File: src/rtl/point_spawner.sv
// Keeps up to NUM_POINTS food points on the map: draws LFSR candidates, rejects occupied
// or duplicate tiles via the map probe port, and commits accepted points over a ready/valid write.
module point_spawner #(
    parameter int                MAP_W      = 64,
    parameter int                MAP_H      = 48,
    parameter int                COORD_W    = 6,
    parameter int                NUM_POINTS = 4,
    parameter int                IDX_W      = 2,
    parameter int                LFSR_W     = 16,
    parameter logic [LFSR_W-1:0] LFSR_TAPS  = 16'hB400,
    parameter int                MAX_TRIES  = 8
) (
    input  logic                          clk_75,
    input  logic                          rst,
    input  logic                          run,
    input  logic                          seed_load,
    input  logic [LFSR_W-1:0]             seed_in,
    input  logic                          eat_valid,
    input  logic [IDX_W-1:0]              eat_idx,
    output logic                          probe_req,
    output logic [COORD_W-1:0]            probe_x,
    output logic [COORD_W-1:0]            probe_y,
    input  logic                          probe_empty,
    output logic                          wr_valid,
    output logic [COORD_W-1:0]            wr_x,
    output logic [COORD_W-1:0]            wr_y,
    input  logic                          wr_ready,
    output logic [NUM_POINTS*COORD_W-1:0] points_x,
    output logic [NUM_POINTS*COORD_W-1:0] points_y,
    output logic [NUM_POINTS-1:0]         points_valid,
    output logic                          busy,
    output logic [7:0]                    fail_cnt
);

    localparam int TRY_W = $clog2(MAX_TRIES + 1);

    typedef enum logic [1:0] {S_IDLE, S_DRAW, S_PROBE, S_COMMIT} state_t;

    state_t                        state_q, state_d;
    logic [LFSR_W-1:0]             lfsr_q, lfsr_d, lfsr_step;
    logic [COORD_W-1:0]            cx_q, cx_d, cy_q, cy_d, next_cx, next_cy;
    logic [IDX_W-1:0]              slot_q, slot_d, free_idx;
    logic                          free_any;
    logic [TRY_W-1:0]              tries_q, tries_d;
    logic [7:0]                    fail_q, fail_d;
    logic [NUM_POINTS*COORD_W-1:0] px_q, px_d, py_q, py_d;
    logic [NUM_POINTS-1:0]         pv_q, pv_d;
    logic                          dup;

    always_comb begin
        lfsr_step = (lfsr_q >> 1) ^ (lfsr_q[0] ? LFSR_TAPS : '0);
        next_cx   = COORD_W'((32'(lfsr_step[7:0]) % (MAP_W - 2)) + 1);
        next_cy   = COORD_W'((32'(lfsr_step[15:8]) % (MAP_H - 2)) + 1);
    end

    // Lowest-index free slot, and whether the latched candidate duplicates a live point.
    always_comb begin
        free_any = 1'b0;
        free_idx = '0;
        for (int i = NUM_POINTS - 1; i >= 0; i--) begin
            if (!pv_q[i]) begin
                free_any = 1'b1;
                free_idx = IDX_W'(i);
            end
        end
        dup = 1'b0;
        for (int i = 0; i < NUM_POINTS; i++) begin
            if (pv_q[i] && px_q[i*COORD_W +: COORD_W] == cx_q && py_q[i*COORD_W +: COORD_W] == cy_q)
                dup = 1'b1;
        end
    end

    always_comb begin
        state_d = state_q;
        lfsr_d  = lfsr_q;
        cx_d    = cx_q;
        cy_d    = cy_q;
        slot_d  = slot_q;
        tries_d = tries_q;
        fail_d  = fail_q;
        px_d    = px_q;
        py_d    = py_q;
        pv_d    = pv_q;

        for (int i = 0; i < NUM_POINTS; i++) begin
            if (eat_valid && eat_idx == IDX_W'(i))
                pv_d[i] = 1'b0;
        end

        case (state_q)
            S_IDLE: begin
                if (run && free_any) begin
                    state_d = S_DRAW;
                    slot_d  = free_idx;
                    tries_d = '0;
                end
            end
            S_DRAW: begin
                lfsr_d  = lfsr_step;
                cx_d    = next_cx;
                cy_d    = next_cy;
                state_d = S_PROBE;
            end
            S_PROBE: begin
                if (!probe_empty || dup) begin
                    tries_d = tries_q + TRY_W'(1);
                    if (tries_q == TRY_W'(MAX_TRIES - 1)) begin
                        state_d = S_IDLE;
                        fail_d  = (fail_q != 8'hFF) ? fail_q + 8'd1 : fail_q;
                    end else begin
                        state_d = S_DRAW;
                    end
                end else begin
                    state_d = S_COMMIT;
                end
            end
            S_COMMIT: begin
                if (wr_ready) begin
                    px_d[slot_q*COORD_W +: COORD_W] = cx_q;
                    py_d[slot_q*COORD_W +: COORD_W] = cy_q;
                    pv_d[slot_q]                    = 1'b1;
                    state_d                         = S_IDLE;
                end
            end
            default: state_d = S_IDLE;
        endcase

        // Leaving game mode abandons any attempt; the LFSR sequence is preserved.
        if (!run) begin
            state_d = S_IDLE;
            lfsr_d  = lfsr_q;
            tries_d = '0;
            fail_d  = fail_q;
            px_d    = px_q;
            py_d    = py_q;
            pv_d    = '0;
        end

        if (seed_load)
            lfsr_d = (seed_in == '0) ? LFSR_W'(1) : seed_in;
    end

    always_ff @(posedge clk_75 or posedge rst) begin
        if (rst) begin
            state_q <= S_IDLE;
            lfsr_q  <= LFSR_W'(1);
            cx_q    <= '0;
            cy_q    <= '0;
            slot_q  <= '0;
            tries_q <= '0;
            fail_q  <= '0;
            px_q    <= '0;
            py_q    <= '0;
            pv_q    <= '0;
        end else begin
            state_q <= state_d;
            lfsr_q  <= lfsr_d;
            cx_q    <= cx_d;
            cy_q    <= cy_d;
            slot_q  <= slot_d;
            tries_q <= tries_d;
            fail_q  <= fail_d;
            px_q    <= px_d;
            py_q    <= py_d;
            pv_q    <= pv_d;
        end
    end

    always_comb begin
        probe_req    = (state_q == S_DRAW);
        probe_x      = probe_req ? next_cx : '0;
        probe_y      = probe_req ? next_cy : '0;
        wr_valid     = (state_q == S_COMMIT);
        wr_x         = wr_valid ? cx_q : '0;
        wr_y         = wr_valid ? cy_q : '0;
        points_x     = px_q;
        points_y     = py_q;
        points_valid = pv_q;
        busy         = (state_q != S_IDLE);
        fail_cnt     = fail_q;
    end

endmodule

File: config.mk
export PLATFORM = sky130hd
export DESIGN_NAME = point_spawner
export DESIGN_NICKNAME = d
export VERILOG_FILES = /design/src/rtl/point_spawner.sv
export SDC_FILE = /design/constraint.sdc
export NUM_CORES = 1
export LEC_CHECK = 0
export CAP_MARGIN = 20
export CELL_PAD_IN_SITES_DETAIL_PLACEMENT = 0
export CELL_PAD_IN_SITES_GLOBAL_PLACEMENT = 1
export CORE_MARGIN = 4
export CORE_UTILIZATION = 43
export CTS_CLUSTER_DIAMETER = 80
export DETAILED_ROUTE_END_ITERATION = 10
export PLACE_DENSITY = 0.86
export SLEW_MARGIN = 15
export SYNTH_ARGS = -nofsm -noshare
export SYNTH_HDL_FRONTEND = slang
export SYNTH_SLANG_ARGS = --single-unit
File: constraint.sdc
create_clock -name clk_75 -period 8.6 [get_ports clk_75]
set_clock_uncertainty 0.15 [all_clocks]
set_input_delay 2.58 -clock clk_75 [delete_from_list [all_inputs] [get_ports clk_75]]
set_output_delay 2.58 -clock clk_75 [all_outputs]
set_load 0.02 [all_outputs]
After elaboration in Yosys (flattened, before gate mapping)
Cells that the tools add are included.
Storage, ports and cells
  output and inout bits: 87
  input bits: 25
  register bits after elaboration: 96
  logic and storage cells: 115
Cells by class
  order comparisons: 2
  multiply operators: 1
  reductions and logical operators: 28
  bitwise gates (word level): 2
  $add $sub $neg: 5
  divide/modulo/power cells: 2
  shifts and indexed selects: 3
  mux-type cells: 42
  equality and inequality tests: 20
Operators by type and width (count)
  16-bit 2-to-1 mux: 5
  6-bit by 34-bit indexed part select with 24-bit output: 2
  8-bit by 6-bit remainder unit with 32-bit output, second input constant: 2
  24-bit bitwise mux: 2
  6-bit == test: 8
  5-bit negator with 34-bit output: 1
  6-bit by 34-bit variable shift with 24-bit output, first input constant: 1
  4-bit 2-to-1 mux: 6
  6-bit 2-to-1 mux: 4
  16-bit zero test: 1
  2-bit 2-to-1 mux: 8
  15-bit by 16-bit bitwise XOR with 16-bit output: 1
  1-bit logical AND: 14
  1-bit 2-to-1 mux: 14
  6-bit by 1-bit adder with 6-bit output, second input constant: 2
  8-bit by 1-bit adder with 8-bit output, second input constant: 1
  2-bit == test, second input constant: 4
  8-bit != test, second input constant: 1
  2-bit one-hot mux with 4 select lines: 1
  4-bit one-hot mux with 2 select lines: 1
  3-bit != test, second input constant: 2
  2-bit AND reduction: 3
  3-bit AND reduction: 2
  2-bit nonzero test: 3
  other kinds (14): 16

Longest topological paths before layout
  depth after elaboration: 11
  depth in mapped cells: 18
  gate-level depth less buffers: 17

Worst setup path before layout
Ideal clock, no wire load.
  kind: register -> output
  start: register lfsr_q[0]
  end: output probe_y[4]
  required time: 5.870 ns
  slack: 1.896 ns
  stages on the path, launching flop included: 19
  arrival time: 3.974 ns
  buffers on the path: 1
  cells stage by stage: dfstp_2 -> buf_6 -> and2b_2 -> nand2_1 -> o21ai_0 -> a21o_1 -> ha_1 -> and2b_4 -> o22ai_1 -> or3_4 -> a21bo_4 -> a21oi_2 -> nor2_1 -> xnor2_1 -> ha_1 -> nand3_1 -> or3_1 -> a211o_1 -> nand2_1
On the way
  cells in the longest elaborated chain, start to end: 5
Ends and longest elaborated chain
  start, declared: line 40  | logic [LFSR_W-1:0] lfsr_q, lfsr_d, lfsr_step;
  start signal, assigned: line 157  | lfsr_q <= lfsr_d;
  16-bit 2-to-1 mux: line 51  | lfsr_step = (lfsr_q >> 1) ^ (lfsr_q[0] ? LFSR_TAPS : '0);
  15-bit by 16-bit bitwise XOR with 16-bit output: line 51
  8-bit by 6-bit remainder unit with 32-bit output: line 53  | next_cy = COORD_W'((32'(lfsr_step[15:8]) % (MAP_H - 2)) + 1);
  6-bit by 1-bit adder with 6-bit output: line 53
  6-bit 2-to-1 mux: line 172  | probe_y = probe_req ? next_cy : '0;
  end, declared: line 22  | output logic [COORD_W-1:0] probe_y,
No other way between the ends.

Final worst setup path
  start: register lfsr_q[14]
  end: output probe_y[5]
On the way
  cells in the longest elaborated chain, start to end: 4
Ends and longest elaborated chain (line)
  15-bit by 16-bit bitwise XOR with 16-bit output: 51
  8-bit by 6-bit remainder unit with 32-bit output: 53
  6-bit by 1-bit adder with 6-bit output: 53
  6-bit 2-to-1 mux: 172
No other way between the ends.

==> metrics.log <==
[metrics] outcome: finished clean
[metrics] layout overhead on the synthesized area: 22.9%
[metrics] Maximum Capacitance Violations: 0
[metrics] Yosys top cell area share: 0.371
[metrics] total CTS buffers: 9
[metrics] Synth area leaders: dfrtp_1 (37%), nand2_1 (6.7%), xnor2_1 (5.9%)
[metrics] FF-to-FF Start: lfsr_q[14]
[metrics] 1st-iter DRT viols: 456
[metrics] mapped cell area: 0.00641 sq mm
[metrics] number of cells produced by synthesis: 744
[metrics] total of hold buffers inserted after clock tree synthesis: 0
[metrics] effective utilization at floorplan: 0.440
[metrics] flip-flop cell with the highest count after synthesis: dfrtp_1
[metrics] Boundary Pins: 112
[metrics] Ys Warns: 0
[metrics] count of placed standard cells in the final layout, fillers left out: 1006
[metrics] total core area: 0.0146 sq mm
[metrics] final hold violations: 0
[metrics] quantity of I/O buffers inserted on ports: 111
[metrics] end point of the most critical hold path: fail_cnt[6]
[metrics] maximum clock frequency: 128 MHz
[metrics] critical path launch point: lfsr_q[14]
[metrics] type of the worst min-delay path: flop to flop
[metrics] clock insertion delay at the later pin of the skew report: 360 ps
[metrics] number of antenna violations at the first check in global routing: 0
[metrics] minimum setup slack after placement: 1220 ps
[metrics] setup bufs post-CTS: 0
[metrics] clock tree from TritonCTS: built
[metrics] number of cells on the worst reg-to-reg path: 17
[metrics] leakage power summed over all cells: 3.42 nW
[metrics] DRC: 0
[metrics] Max Fanout on Critical Path: 11
[metrics] Worst Path Class, Setup: flop to output port
[metrics] total die area: 0.0169 sq mm
[metrics] total global-route track usage: 0.225
[metrics] most common cell after layout, fill and taps aside: nand2_1
[metrics] Post-Syn Area per Cell: 8.62 sq um
[metrics] number of global-route vias before repair: 5547
[metrics] Min-Delay Path Depth: 1
[metrics] antenna fix cells: 0
[metrics] cell type contributing the most total cell area after synthesis: dfrtp_1
[metrics] CTS root buf: clkbuf_16
[metrics] Worst Tran Pin Value: 917 ps
[metrics] final-stage net count: 855
[metrics] post-layout utilization of the core: 0.541
[metrics] site row count: 44
[metrics] number of instances resized during post-cts repair: 0
[metrics] Total Wirelength: 18900 microns
[metrics] EDFF count, synth: 0
[metrics] total count of max-transition violations in the final report: 0
[metrics] most frequent cells in the layout: nand2_1 (114), clkdlybuf4s50_1 (111), dfrtp_1 (95)
[metrics] post-DP HPWL: 13600 microns
[metrics] time the worst path needs with I/O delays and setup: 7820 ps
[metrics] final setup violation count: 0
[metrics] worst setup slack after layout: 785 ps
[metrics] routed length per instance: 18.8 microns
[metrics] Worst VDD drop: 0.133 mV
[metrics] Total Neg Setup Slack: 0 ps
[metrics] category of the worst setup path launch point: flop
[metrics] vertical die dimension: 130 microns
[metrics] share of synthesized registers carrying an async set or reset: 1.00
[metrics] largest net degree at the start of global routing: 81
[metrics] max-slew headroom at the worst pin: 0.387
[metrics] maximum root-to-sink buffer count: 2
[metrics] capture point of the worst reg-to-reg path: cy_q[4]
[metrics] aggregate global routing overflow: 0
[metrics] H-tree levels: 3
[metrics] share of final-layout standard cells stronger than drive strength 1: 0.0633
[metrics] total placed cells including tap cells: 989
[metrics] required time of the critical path: 5870 ps
[metrics] TritonCTS Sinks: 96
[metrics] setup slack of the most critical reg-to-reg path: 4260 ps
[metrics] Power Dens Cells: 203 mW/mm^2
[metrics] wire length of the first global-routing pass: 29800 microns
[metrics] Vias: 5835
[metrics] final weighted congestion of routability-driven global placement: 0.876
[metrics] mean number of vias per cell: 5.80
[metrics] number of storage elements in the synthesis netlist: 96
[metrics] number of nets in the synthesized netlist: 782
[metrics] 1st-pass router iterations: 5
[metrics] fraction of the cycle the final worst path needs: 0.909
[metrics] die span in x: 130 microns
[metrics] synth unique cells: 80
[metrics] setup repair after global routing missed its margin: no
[metrics] start point of the worst hold path: fail_cnt[6]
[metrics] Antenna Violating Nets Remaining: 0
[metrics] clock-pin slew reported for the worst setup and hold paths after clock tree synthesis: 70 ps
[metrics] number of fill cells in the layout: 1317
[metrics] crit path DAT: 5090 ps
[metrics] fraction of the yosys area taken by sequential cells: 0.375
[metrics] CP Capture Type: output port
worst max-delay path: stages, from the launching register on:
cell and delay, ps:
dfrtp_1 540, inv_1 180, nand2_1 150, o21ai_0 90
a21o_1 200, ha_1 280, and2b_4 290, o22ai_1 130
or3_4 430, nand2_1 130, ha_1 180, nand3b_1 130
or4_1 550, a222oi_1 400, xnor2_1 160, nor2_1 210
clkdlybuf4s50_1 660
final cells by class:
cell class | instances | area [sq um] | area share
Multi-Input combinational cell | 574 | 3700 | 0.469
Clock inverter | 5 | 62.6 | 0.00793
Clock buffer | 11 | 253 | 0.0320
Timing Repair Buffer | 115 | 1160 | 0.147
Sequential cell | 96 | 2400 | 0.305
Tap cell | 184 | 230 | 0.0292
Inverter | 21 | 80.1 | 0.0102
synthesized netlist by cell type, drive strengths merged, types with 9 or more instances:
library cell and number:
mux2i 16, clkbuf 41, xor2 25, inv 20
nand2 114, o31ai 13, nor4 12, a21oi 34
nand4 18, a21o 9, nor2 44, and3 25
buf 12, a22o 10, ha 13, dfrtp 95
and2 9, o211ai 10, nand3 20, xnor2 43
o21ai 51, nand2b 12
where the power goes:
group	internal, mW	switching (mW)
logic	0.232	0.296
registers	0.492	0.148
clock network	0.244	0.186
total	0.968	0.630
per-layer routing:
layer / global-route usage / vias up / share of wire
met5: 0 / - / 0
met2: 0.362 / 207 / 0.47
met1: 0.303 / 2801 / 0.44
met3: 0.0385 / 29 / 0.065
li1: - / 2798 / -
met4: 0.0862 / 0 / 0.023
through the flow:
step	hold WS [ps]	cell area (sq um)	total power [mW]
global route	376	7890	1.69
finish	344	7890	1.60
CTS	345	7860	1.60
floorplan	320	6410	0.978
global placement	327	7540	1.16
detailed placement	336	7540	1.17
how the worst max path moves through the flow:
stage                      end  cells past startpoint
detailed placement  probe_y[4]                     18
floorplan           probe_y[4]                     18
global placement    probe_y[4]                     18
global route        probe_y[4]                     18
CTS                 probe_y[4]                     18
finish              probe_y[5]                     16
cell families (layout without fill, tap and decap cells):
logic type,Yosys count,in the layout,synth area share
AO/OA/AOI/OAI,183,183,0.199
XOR/XNOR,69,69,0.0965
adder cells (fa/ha/maj),13,13,0.0254
buffers and inverters,74,152,0.0491
flip-flops,96,96,0.375
multiplexers,18,18,0.0285
AND/OR/NAND/NOR,291,291,0.227
state kept, by name, indices dropped and copies added, names as in the netlist:
name,count
cy_q,6
points_y,24
tries_q,4
lfsr_q,16
points_valid,4
points_x,24
slot_q,2
fail_cnt,8
state_q,2
cx_q,6
(Power assumes the default switching activity.)
